[src/rtl/ram32x4_arbiter_if.sv]
// Requester-side bus of ram32x4_arbiter: two request/grant ports (A, B) plus tagged read return.
interface ram32x4_arbiter_if #(
  parameter int unsigned ADDR_WIDTH = 5,
  parameter int unsigned DATA_WIDTH = 4
);
  logic                  a_req;
  logic                  a_we;
  logic [ADDR_WIDTH-1:0] a_addr;
  logic [DATA_WIDTH-1:0] a_wdata;
  logic                  a_gnt;
  logic                  a_rvalid;

  logic                  b_req;
  logic                  b_we;
  logic [ADDR_WIDTH-1:0] b_addr;
  logic [DATA_WIDTH-1:0] b_wdata;
  logic                  b_gnt;
  logic                  b_rvalid;

  logic [DATA_WIDTH-1:0] rdata;

  modport master (
    output a_req, a_we, a_addr, a_wdata,
    output b_req, b_we, b_addr, b_wdata,
    input  a_gnt, a_rvalid, b_gnt, b_rvalid, rdata
  );

  modport slave (
    input  a_req, a_we, a_addr, a_wdata,
    input  b_req, b_we, b_addr, b_wdata,
    output a_gnt, a_rvalid, b_gnt, b_rvalid, rdata
  );
endinterface

[src/rtl/ram32x4_arbiter.sv]
// Round-robin arbiter sharing one single-port synchronous RAM between requesters A and B.
// Optional zero-fill sweep after reset: define RAM32X4_ARBITER_INIT_EN.
module ram32x4_arbiter #(
  parameter int unsigned ADDR_WIDTH   = 5,
  parameter int unsigned DATA_WIDTH   = 4,
  parameter int unsigned READ_LATENCY = 2
) (
  input  logic                  clk,
  input  logic                  reset_n,
  ram32x4_arbiter_if.slave      bus,
  output logic [ADDR_WIDTH-1:0] ram_address,
  output logic [DATA_WIDTH-1:0] ram_data,
  output logic                  ram_wren,
  input  logic [DATA_WIDTH-1:0] ram_q,
  output logic                  busy
);
  localparam int unsigned PIPE_DEPTH = READ_LATENCY + 1;

  logic                  r_last;
  logic [ADDR_WIDTH-1:0] r_ram_address;
  logic [DATA_WIDTH-1:0] r_ram_data;
  logic                  r_ram_wren;
  logic [PIPE_DEPTH-1:0] r_tag_vld;
  logic [PIPE_DEPTH-1:0] r_tag_id;

  logic                  w_run;
  logic                  w_gnt_a;
  logic                  w_gnt_b;
  logic                  w_gnt;
  logic                  w_sel_we;
  logic [ADDR_WIDTH-1:0] w_sel_addr;
  logic [DATA_WIDTH-1:0] w_sel_wdata;

`ifdef RAM32X4_ARBITER_INIT_EN
  typedef enum logic {ST_INIT, ST_RUN} state_t;
  state_t                r_state;
  logic [ADDR_WIDTH-1:0] r_init_addr;

  assign w_run = (r_state == ST_RUN);
  assign busy  = (r_state == ST_INIT);
`else
  assign w_run = 1'b1;
  assign busy  = 1'b0;
`endif

  // Round-robin pick; r_last=1 means B was granted last, so A wins a tie.
  always_comb begin
    w_gnt_a = 1'b0;
    w_gnt_b = 1'b0;
    if (reset_n && w_run) begin
      if (bus.a_req && bus.b_req) begin
        w_gnt_a = r_last;
        w_gnt_b = ~r_last;
      end else begin
        w_gnt_a = bus.a_req;
        w_gnt_b = bus.b_req;
      end
    end
  end

  assign w_gnt = w_gnt_a | w_gnt_b;

  always_comb begin
    w_sel_we    = bus.a_we;
    w_sel_addr  = bus.a_addr;
    w_sel_wdata = bus.a_wdata;
    if (w_gnt_b) begin
      w_sel_we    = bus.b_we;
      w_sel_addr  = bus.b_addr;
      w_sel_wdata = bus.b_wdata;
    end
  end

  // Issue register to the RAM pins plus the {valid,id} read tag pipe.
  always_ff @(posedge clk or negedge reset_n) begin
    if (!reset_n) begin
      r_last        <= 1'b1;
      r_ram_address <= '0;
      r_ram_data    <= '0;
      r_ram_wren    <= 1'b0;
      r_tag_vld     <= '0;
      r_tag_id      <= '0;
`ifdef RAM32X4_ARBITER_INIT_EN
      r_state       <= ST_INIT;
      r_init_addr   <= '0;
`endif
    end else begin
      r_ram_wren <= 1'b0;
      r_tag_vld  <= {r_tag_vld[PIPE_DEPTH-2:0], w_gnt & ~w_sel_we};
      r_tag_id   <= {r_tag_id[PIPE_DEPTH-2:0], w_gnt_b};
      if (w_gnt) begin
        r_last        <= w_gnt_b;
        r_ram_address <= w_sel_addr;
        r_ram_data    <= w_sel_wdata;
        r_ram_wren    <= w_sel_we;
      end
`ifdef RAM32X4_ARBITER_INIT_EN
      // Zero-fill sweep, one word per cycle; no grants can occur meanwhile.
      if (r_state == ST_INIT) begin
        r_ram_address <= r_init_addr;
        r_ram_data    <= '0;
        r_ram_wren    <= 1'b1;
        r_init_addr   <= r_init_addr + ADDR_WIDTH'(1);
        if (r_init_addr == '1) begin
          r_state <= ST_RUN;
        end
      end
`endif
    end
  end

  assign bus.a_gnt    = w_gnt_a;
  assign bus.b_gnt    = w_gnt_b;
  assign bus.a_rvalid = r_tag_vld[PIPE_DEPTH-1] & ~r_tag_id[PIPE_DEPTH-1];
  assign bus.b_rvalid = r_tag_vld[PIPE_DEPTH-1] &  r_tag_id[PIPE_DEPTH-1];
  assign bus.rdata    = ram_q;

  assign ram_address = r_ram_address;
  assign ram_data    = r_ram_data;
  assign ram_wren    = r_ram_wren;
endmodule
[src/flat_wrapper.sv]
// flat-port wrapper written by rule: the top's interface ports become plain ports
module ram32x4_arbiter_flat 
#(
  parameter int unsigned ADDR_WIDTH   = 5,
  parameter int unsigned DATA_WIDTH   = 4,
  parameter int unsigned READ_LATENCY = 2
)
  (clk, reset_n, ram_address, ram_data, ram_wren, ram_q, busy, bus_a_req, bus_a_we, bus_a_addr, bus_a_wdata, bus_b_req, bus_b_we, bus_b_addr, bus_b_wdata, bus_a_gnt, bus_a_rvalid, bus_b_gnt, bus_b_rvalid, bus_rdata);
  ram32x4_arbiter_if #(.ADDR_WIDTH(ADDR_WIDTH), .DATA_WIDTH(DATA_WIDTH)) bus_i ();
  input  logic clk;
  input  logic reset_n;
  output logic [ADDR_WIDTH-1:0] ram_address;
  output logic [DATA_WIDTH-1:0] ram_data;
  output logic ram_wren;
  input  logic [DATA_WIDTH-1:0] ram_q;
  output logic busy;
  input wire logic [$bits(bus_i.a_req)-1:0] bus_a_req;
  input wire logic [$bits(bus_i.a_we)-1:0] bus_a_we;
  input wire logic [$bits(bus_i.a_addr)-1:0] bus_a_addr;
  input wire logic [$bits(bus_i.a_wdata)-1:0] bus_a_wdata;
  input wire logic [$bits(bus_i.b_req)-1:0] bus_b_req;
  input wire logic [$bits(bus_i.b_we)-1:0] bus_b_we;
  input wire logic [$bits(bus_i.b_addr)-1:0] bus_b_addr;
  input wire logic [$bits(bus_i.b_wdata)-1:0] bus_b_wdata;
  output wire logic [$bits(bus_i.a_gnt)-1:0] bus_a_gnt;
  output wire logic [$bits(bus_i.a_rvalid)-1:0] bus_a_rvalid;
  output wire logic [$bits(bus_i.b_gnt)-1:0] bus_b_gnt;
  output wire logic [$bits(bus_i.b_rvalid)-1:0] bus_b_rvalid;
  output wire logic [$bits(bus_i.rdata)-1:0] bus_rdata;
  assign bus_i.a_req = bus_a_req;
  assign bus_i.a_we = bus_a_we;
  assign bus_i.a_addr = bus_a_addr;
  assign bus_i.a_wdata = bus_a_wdata;
  assign bus_i.b_req = bus_b_req;
  assign bus_i.b_we = bus_b_we;
  assign bus_i.b_addr = bus_b_addr;
  assign bus_i.b_wdata = bus_b_wdata;
  assign bus_a_gnt = bus_i.a_gnt;
  assign bus_a_rvalid = bus_i.a_rvalid;
  assign bus_b_gnt = bus_i.b_gnt;
  assign bus_b_rvalid = bus_i.b_rvalid;
  assign bus_rdata = bus_i.rdata;
  ram32x4_arbiter #(.ADDR_WIDTH(ADDR_WIDTH), .DATA_WIDTH(DATA_WIDTH), .READ_LATENCY(READ_LATENCY)) u_core (.clk(clk), .reset_n(reset_n), .bus(bus_i), .ram_address(ram_address), .ram_data(ram_data), .ram_wren(ram_wren), .ram_q(ram_q), .busy(busy));
endmodule
[config.mk]
export PLATFORM = sky130hd
export DESIGN_NAME = ram32x4_arbiter_flat
export DESIGN_NICKNAME = d
export VERILOG_FILES = /design/src/rtl/ram32x4_arbiter_if.sv /design/src/rtl/ram32x4_arbiter.sv /design/src/flat_wrapper.sv
export SDC_FILE = /design/constraint.sdc
export NUM_CORES = 1
export LEC_CHECK = 0
export CORE_UTILIZATION = 42
export CTS_BUF_LIST = sky130_fd_sc_hd__clkbuf_8
export DETAILED_ROUTE_END_ITERATION = 8
export PLACE_DENSITY = 0.87
export SYNTH_ARGS = -nofsm -noshare
export SYNTH_HDL_FRONTEND = slang
export SYNTH_SLANG_ARGS = --single-unit
export TNS_END_PERCENT = 1
[constraint.sdc]
create_clock -name clk -period 3.1 [get_ports clk]
set_input_delay 0.775 -clock clk [delete_from_list [all_inputs] [get_ports clk]]
set_output_delay 0.775 -clock clk [all_outputs]
set_load 0.03 [all_outputs]
==> results of run 1 <==
-- area by class of cell --
| cell class | instances | area share (%) |
|---|---|---|
| Tap cell | 25 | 2.60 |
| Clock inverter | 1 | 0.417 |
| Clock buffer | 3 | 3.44 |
| Multi-Input combinational cell | 50 | 25.1 |
| Timing Repair Buffer | 40 | 32.3 |
| Sequential cell | 17 | 35.5 |
| Inverter | 2 | 0.625 |
-- metrics by stage --
step	power [mW]	std cells	utilization [%]	hold WS [ns]
after floorplan	0.369	81	-	0.331
after global placement	0.435	134	64.8	0.332
after detailed placement	0.439	134	64.8	0.335
after CTS	0.604	138	67.4	0.350
after global routing	0.632	138	67.4	0.362
final	0.597	138	67.4	0.348
-- sequential cells by signal (all words and copies together) (netlist names) --
name	cells
u_core.ram_address	5
u_core.ram_data	4
u_core.r_tag_id	3
u_core.r_tag_vld	3
u_core.r_last	1
u_core.ram_wren	1
-- worst paths after layout --
| kind | end | slack, ns | cells after the start |
|---|---|---|---|
| hold / removal | u_core.r_tag_vld[2] | 0.35 | 0 |
| setup reg to reg | u_core.ram_data[3] | 1.88 | 3 |
| max in group asynchronous | u_core.ram_address[0] | 1.79 | 2 |
| min in group asynchronous | u_core.r_last | 1.01 | 1 |
| setup / recovery | bus_b_gnt | 0.47 | 4 |
| hold reg to reg | u_core.r_tag_vld[2] | 0.35 | 0 |
-- cell families (layout without fill, tap and decap cells) --
| family | after synthesis | after routing | share of synthesized area (%) |
|---|---|---|---|
| DFF | 17 | 17 | 51.4 |
| other | 1 | 1 | 0.451 |
| buffers and inverters | 14 | 46 | 12.3 |
| AOI/OAI and AO/OA | 33 | 33 | 27.1 |
| and+or+nand+nor | 16 | 16 | 8.74 |
-- synth_stat cells --
cell type | instances | area (µm²)
a21boi_0 | 1 | 7.51
a21oi_1 | 1 | 5.00
a31oi_1 | 9 | 56.3
and2_1 | 1 | 6.26
and2_4 | 1 | 8.76
and3_1 | 1 | 6.26
buf_2 | 4 | 20.0
buf_4 | 6 | 45.0
buf_8 | 2 | 30.0
conb_1 | 1 | 3.75
dfrtp_1 | 16 | 400
dfstp_2 | 1 | 26.3
inv_1 | 1 | 3.75
inv_2 | 1 | 3.75
nand2_1 | 2 | 7.51
nor2_1 | 10 | 37.5
nor2b_1 | 1 | 6.26
o2111ai_1 | 10 | 87.6
o21a_2 | 1 | 8.76
o21ai_0 | 2 | 10.0
o21ai_1 | 7 | 35.0
o21ai_2 | 1 | 8.76
o22ai_1 | 1 | 6.26
-- metal layers --
| layer | share of wire, % | vias up | global-route usage [%] |
|---|---|---|---|
| met2 | 52 | 33 | 28.1 |
| met1 | 40 | 364 | 25.4 |
| met4 | 1.9 | 0 | 11.8 |
| met5 | 0 | - | 0 |
| met3 | 6.3 | 4 | 8.24 |
| li1 | - | 358 | - |
-- power by group --
part           internal, mW  switching (mW)
logic                0.0797          0.0977
registers             0.247          0.0107
clock network        0.0891          0.0725
total                 0.416           0.181
-- critical path: stages --
cell	delay [ns]
clkdlybuf4s50_1	0.63
nand2_1	0.11
nor2_1	0.16
buf_4	0.18
==> metrics.md, run 1 <==
| Metric | Value |
|---|---|
| Area occupied by registers | 427 µm² |
| Core box area | 1780 µm² |
| Detail Placement HPWL | 1.35 mm |
| WS Path Type | in -> out |
| Drt first pass iters | 4 |
| HP Class | reg -> reg |
| CP Launch Type | primary input |
| Slew Limit Fails | 0 |
| Minimum clock period | 2.63 ns |
| DRC errors left | 0 |
| Worst setup margin | 0.474 ns |
| ANT nets after route | 0 |
| Most frequent cells in the layout | clkdlybuf4s50_1, dfrtp_1, nor2_1, o2111ai_1, a31oi_1 |
| Initial core utilization | 46.6% |
| Vias/cell | 5.50 |
| Max-cap violations | 0 |
| P&R area growth vs syn | 44.6% |
| Largest net degree at the start of global routing | 25 |
| FF+latch count, synth | 17 |
| Die width | 46.5 µm |
| Die area | 2160 µm² |
| Grt ovf | 0 |
| # IOs | 47 |
| Synthesized area | 831 µm² |
| Placer congestion estimate | 0.782 |
| Synth cell types | 23 |
| Min-delay src | u_core.r_tag_vld[1] |
| Fin. Hold Viols | 0 |
| NumNets Final | 142 |
| Mapped Avg Cell Area | 10.3 µm² |
| Placement Cell Area | 1150 µm² |
| Total track usage | 20.0% |
| H-tree Lvls | 1 |
| CTS Sinks | 17 |
| Vias | 759 |
| Fmax | 381 MHz |
| WL per Instance | 13.8 µm |
| Peak VDD IR | 424 µV |
| Fillers | 145 |
| DR iter-0 viols | 18 |
| R2r startpoint | u_core.r_last |
| Most common cell after layout, fill and taps aside | clkdlybuf4s50_1 |
| Initial antenna violation count | 0 |
| Finished Cell Area | 1200 µm² |
| Die Y | 46.5 µm |
| Rows | 15 |
| WP data arrival | 1.85 ns |
| Yosys warnings | 0 |
| First-pass GRT wire length | 2.93 mm |
| Final setup TNS | 0 ns |
| Post-CTS resize count | 0 |
| Vias in the first global route | 648 |
| Critical Path End Type | primary output |
| Crit. Startpoint | reset_n |
| CTS tree | yes |
| Clk buf depth | 2 |
| Status | finished, final reports clean |
| Inserted Clock Buffers | 3 |
| Setup Buffers After CTS | 0 |
| Layout cells sized above 1 | 12.4% |
| # hold bufs at CTS | 0 |
| RSZ-0062 raised after global routing | no |
| Worst-path clk slew | 0.06 ns |
| Skew-Pair Late Insertion Delay | 0.25 ns |
| Period utilization | 84.7% |
| Dpl ws | 0.488 ns |
| Synth Net Count | 109 |
| IO Port Bufs | 37 |
| Sequential-to-total area share from yosys stat | 51.4% |
| CP Max Fanout | 7 |
| Max Clock Skew | 0.000868 ns |
| WP data required | 2.32 ns |
| Static leakage | 0.480 nW |
| Ant. Diodes | 0 |
| Final Setup Violations | 0 |
| Gate Count Post-Synth | 81 |
| Multi-input logic area | 302 µm² |
| Clk root buf | clkbuf_8 |
| WL final | 1.91 mm |
| Pwr dens | 497 nW/µm² |
Note: power is estimated with default switching activity, not from simulation.
==> inputs of run 2 (changes only) <==
- CORE_UTILIZATION: 42 -> 35
- PLACE_DENSITY: 0.87 -> 0.77
- clock period: 3.1 -> 2.35 ns (I/O delays scaled with it)
==> run 2 against run 1 <==
Effect of this change: non-clock buffer count is 3 higher; sequential power is 32% higher; count of clock-buffer cells in the layout stayed put; global-route usage is 2.7 points lower; critical endpoint unchanged.
==> metrics.md, run 2 (synthesis gave the netlist of run 1 again) <==
| Metric | Value |
|---|---|
| CTS Sinks | 17 (unchanged) |
| Initial antenna violation count | 0 (unchanged) |
| Top sig layer | met4 (unchanged) |
| Critical Path End Type | primary output (unchanged) |
| ANT nets after route | 0 (unchanged) |
| CP Max Fanout | 4 (was 7) |
| Layout cells sized above 1 | 13.8% (was 12.4%) |
| DP Cell Count | 140 (was 134) |
| Total track usage | 17.3% (was 20.0%) |
| Post-CTS resize count | 0 (unchanged) |
| WP data required | 1.76 ns (was 2.32 ns) |
| WS Path Type | in -> out (unchanged) |
| CP Launch Type | primary input (unchanged) |
| Hold Path Depth | 0 (unchanged) |
| Rows | 17 (was 15) |
| Vias/cell | 5.28 (was 5.50) |
| Inserted Clock Buffers | 3 (unchanged) |
| Die Y | 50.7 µm (was 46.5 µm) |
| Worst-path clk slew | 0.06 ns (about the same) |
| Setup Buffers After CTS | 0 (unchanged) |
| Largest register FFs | 5 (unchanged) |
| Cell breakdown of the critical path | clkdlybuf4s50_1 > and2_4 > nor2_1 > buf_4 (was clkdlybuf4s50_1 > nand2_1 > nor2_1 > buf_4) |
| NumNets Final | 145 (was 142) |
| Fmax | 458 MHz |
| Hold Worst Slack | 0.348 ns (about the same) |
| Minimum clock period | 2.18 ns |
| Max Clock Skew | 0.000392 ns (was 0.000868 ns) |
| Most frequent cells in the layout | clkdlybuf4s50_1, dfrtp_1, nor2_1, o2111ai_1, a31oi_1 (unchanged) |
| Worst r2r path cells | 4 (was 3) |
| Detail Placement HPWL | 1.46 mm (was 1.35 mm) |
| DRC errors left | 0 (unchanged) |
| Final std cells w/o fill | 144 (was 138) |
| Ant. Diodes | 0 (unchanged) |
| Pwr dens | 641 nW/µm² (was 497 nW/µm²) |
| Final Setup Violations | 0 (unchanged) |
| Clk root buf | clkbuf_8 (unchanged) |
| WL per Instance | 13.6 µm (was 13.8 µm) |
| WL final | 1.95 mm (was 1.91 mm) |
| Grt ovf | 0 (unchanged) |
| Skew-Pair Late Insertion Delay | 0.25 ns (about the same) |
| Status | finished, final reports clean (unchanged) |
| DR WL met3 | 136 µm (was 120 µm) |
| Peak VDD IR | 478 µV (was 424 µV) |
| Final setup TNS | 0 ns (unchanged) |
| # IOs | 47 (unchanged) |
| Max-cap violations | 0 (unchanged) |
| # hold bufs at CTS | 0 (unchanged) |
| RSZ-0062 raised after global routing | no (unchanged) |
| Slew Limit Fails | 0 (unchanged) |
| Crit-path slowest cell | clkdlybuf4s50_1 (unchanged) |
| First-pass GRT wire length | 3.23 mm (was 2.93 mm) |
| Largest net degree at the start of global routing | 22 (was 25) |
| Met2 wire len | 902 µm (was 983 µm) |
| DR iter-0 viols | 18 (unchanged) |
| Most common cell after layout, fill and taps aside | clkdlybuf4s50_1 (unchanged) |
| WP data arrival | 1.60 ns (was 1.85 ns) |
| Vias in the first global route | 718 (was 648) |
| CTS tree | yes (unchanged) |
| Clk buf depth | 2 (unchanged) |
| Die width | 50.7 µm (was 46.5 µm) |
| H-tree Lvls | 1 (unchanged) |
| HP Class | reg -> reg (unchanged) |
| Vias | 760 (was 759) |
| Fin. Hold Viols | 0 (unchanged) |
| P&R area growth vs syn | 47.6% (was 44.6%) |
| Placer congestion estimate | 0.767 (was 0.782) |
| Metal-1 WL | 879 µm (was 768 µm) |
| Static leakage | 0.496 nW (was 0.480 nW) |
| Slowest stage delay, CP | 0.49 ns (was 0.63 ns) |
| Core box area | 2230 µm² (was 1780 µm²) |
| Die area | 2570 µm² (was 2160 µm²) |
| IO Port Bufs | 37 (unchanged) |
| Period utilization | 92.9% |
| Initial core utilization | 37.2% (was 46.6%) |
| Drt first pass iters | 5 (was 4) |
## run 2: cell types whose count changed in the layout (fill, tap and decap cells not counted)
| cell | previous run | this run |
|---|---|---|
| clkinv_2 | 1 | 0 |
| buf_4 | 5 | 8 |
| inv_1 | 1 | 2 |
## run 2: final cells by class
type                       count  area [µm²]
tap                           28        35.0
clock buffer                   3        41.3
multi-input combinational     50         302
sequential                    17         427
timing repair buffer          43         410
clock inverter                 1        3.75
fill                         203        1010
inverter                       2        7.51
## run 2: final timing paths
path / from / slack (ns) / end
max: bus_a_req / 0.17 / bus_b_gnt
min: u_core.r_tag_vld[1] / 0.35 / u_core.r_tag_vld[2]
max reg2reg: u_core.r_last / 1.11 / u_core.r_tag_vld[0]
min reg2reg: u_core.r_tag_vld[1] / 0.35 / u_core.r_tag_vld[2]
max in group asynchronous: reset_n / 1.38 / u_core.ram_data[3]
min in group asynchronous: reset_n / 0.74 / u_core.ram_address[4]
## run 2: report_power, final
part / leakage (nW) / total [mW] / internal [mW] / switching (mW)
Combinational: 0.266 / 0.238 / 0.109 / 0.129
Sequential: 0.203 / 0.340 / 0.326 / 0.0141
Clock: 0.0269 / 0.208 / 0.116 / 0.0918
Total: 0.496 / 0.786 / 0.551 / 0.235
## run 2: per-layer routing
layer,global-route usage [%],vias up
li1,-,363
met1,22.3,359
met2,25.6,34
met3,6.36,4
met4,7.87,0
met5,0,-
## run 2: critical path: cells and delay by family
family / cells / cell delay [ns]
buffers and inverters: 2 / 0.67
and+or+nand+nor: 2 / 0.33
## run 2: metrics by stage
step,power [mW],util (%),instance area [µm²],setup slack (ns)
detailed placement,0.584,52.9,1180,0.163
global route,0.826,54.9,1230,0.113
CTS,0.790,54.9,1230,0.160
floorplan,0.487,-,831,0.473
global placement,0.578,52.9,1180,0.182
finish,0.786,54.9,1230,0.166
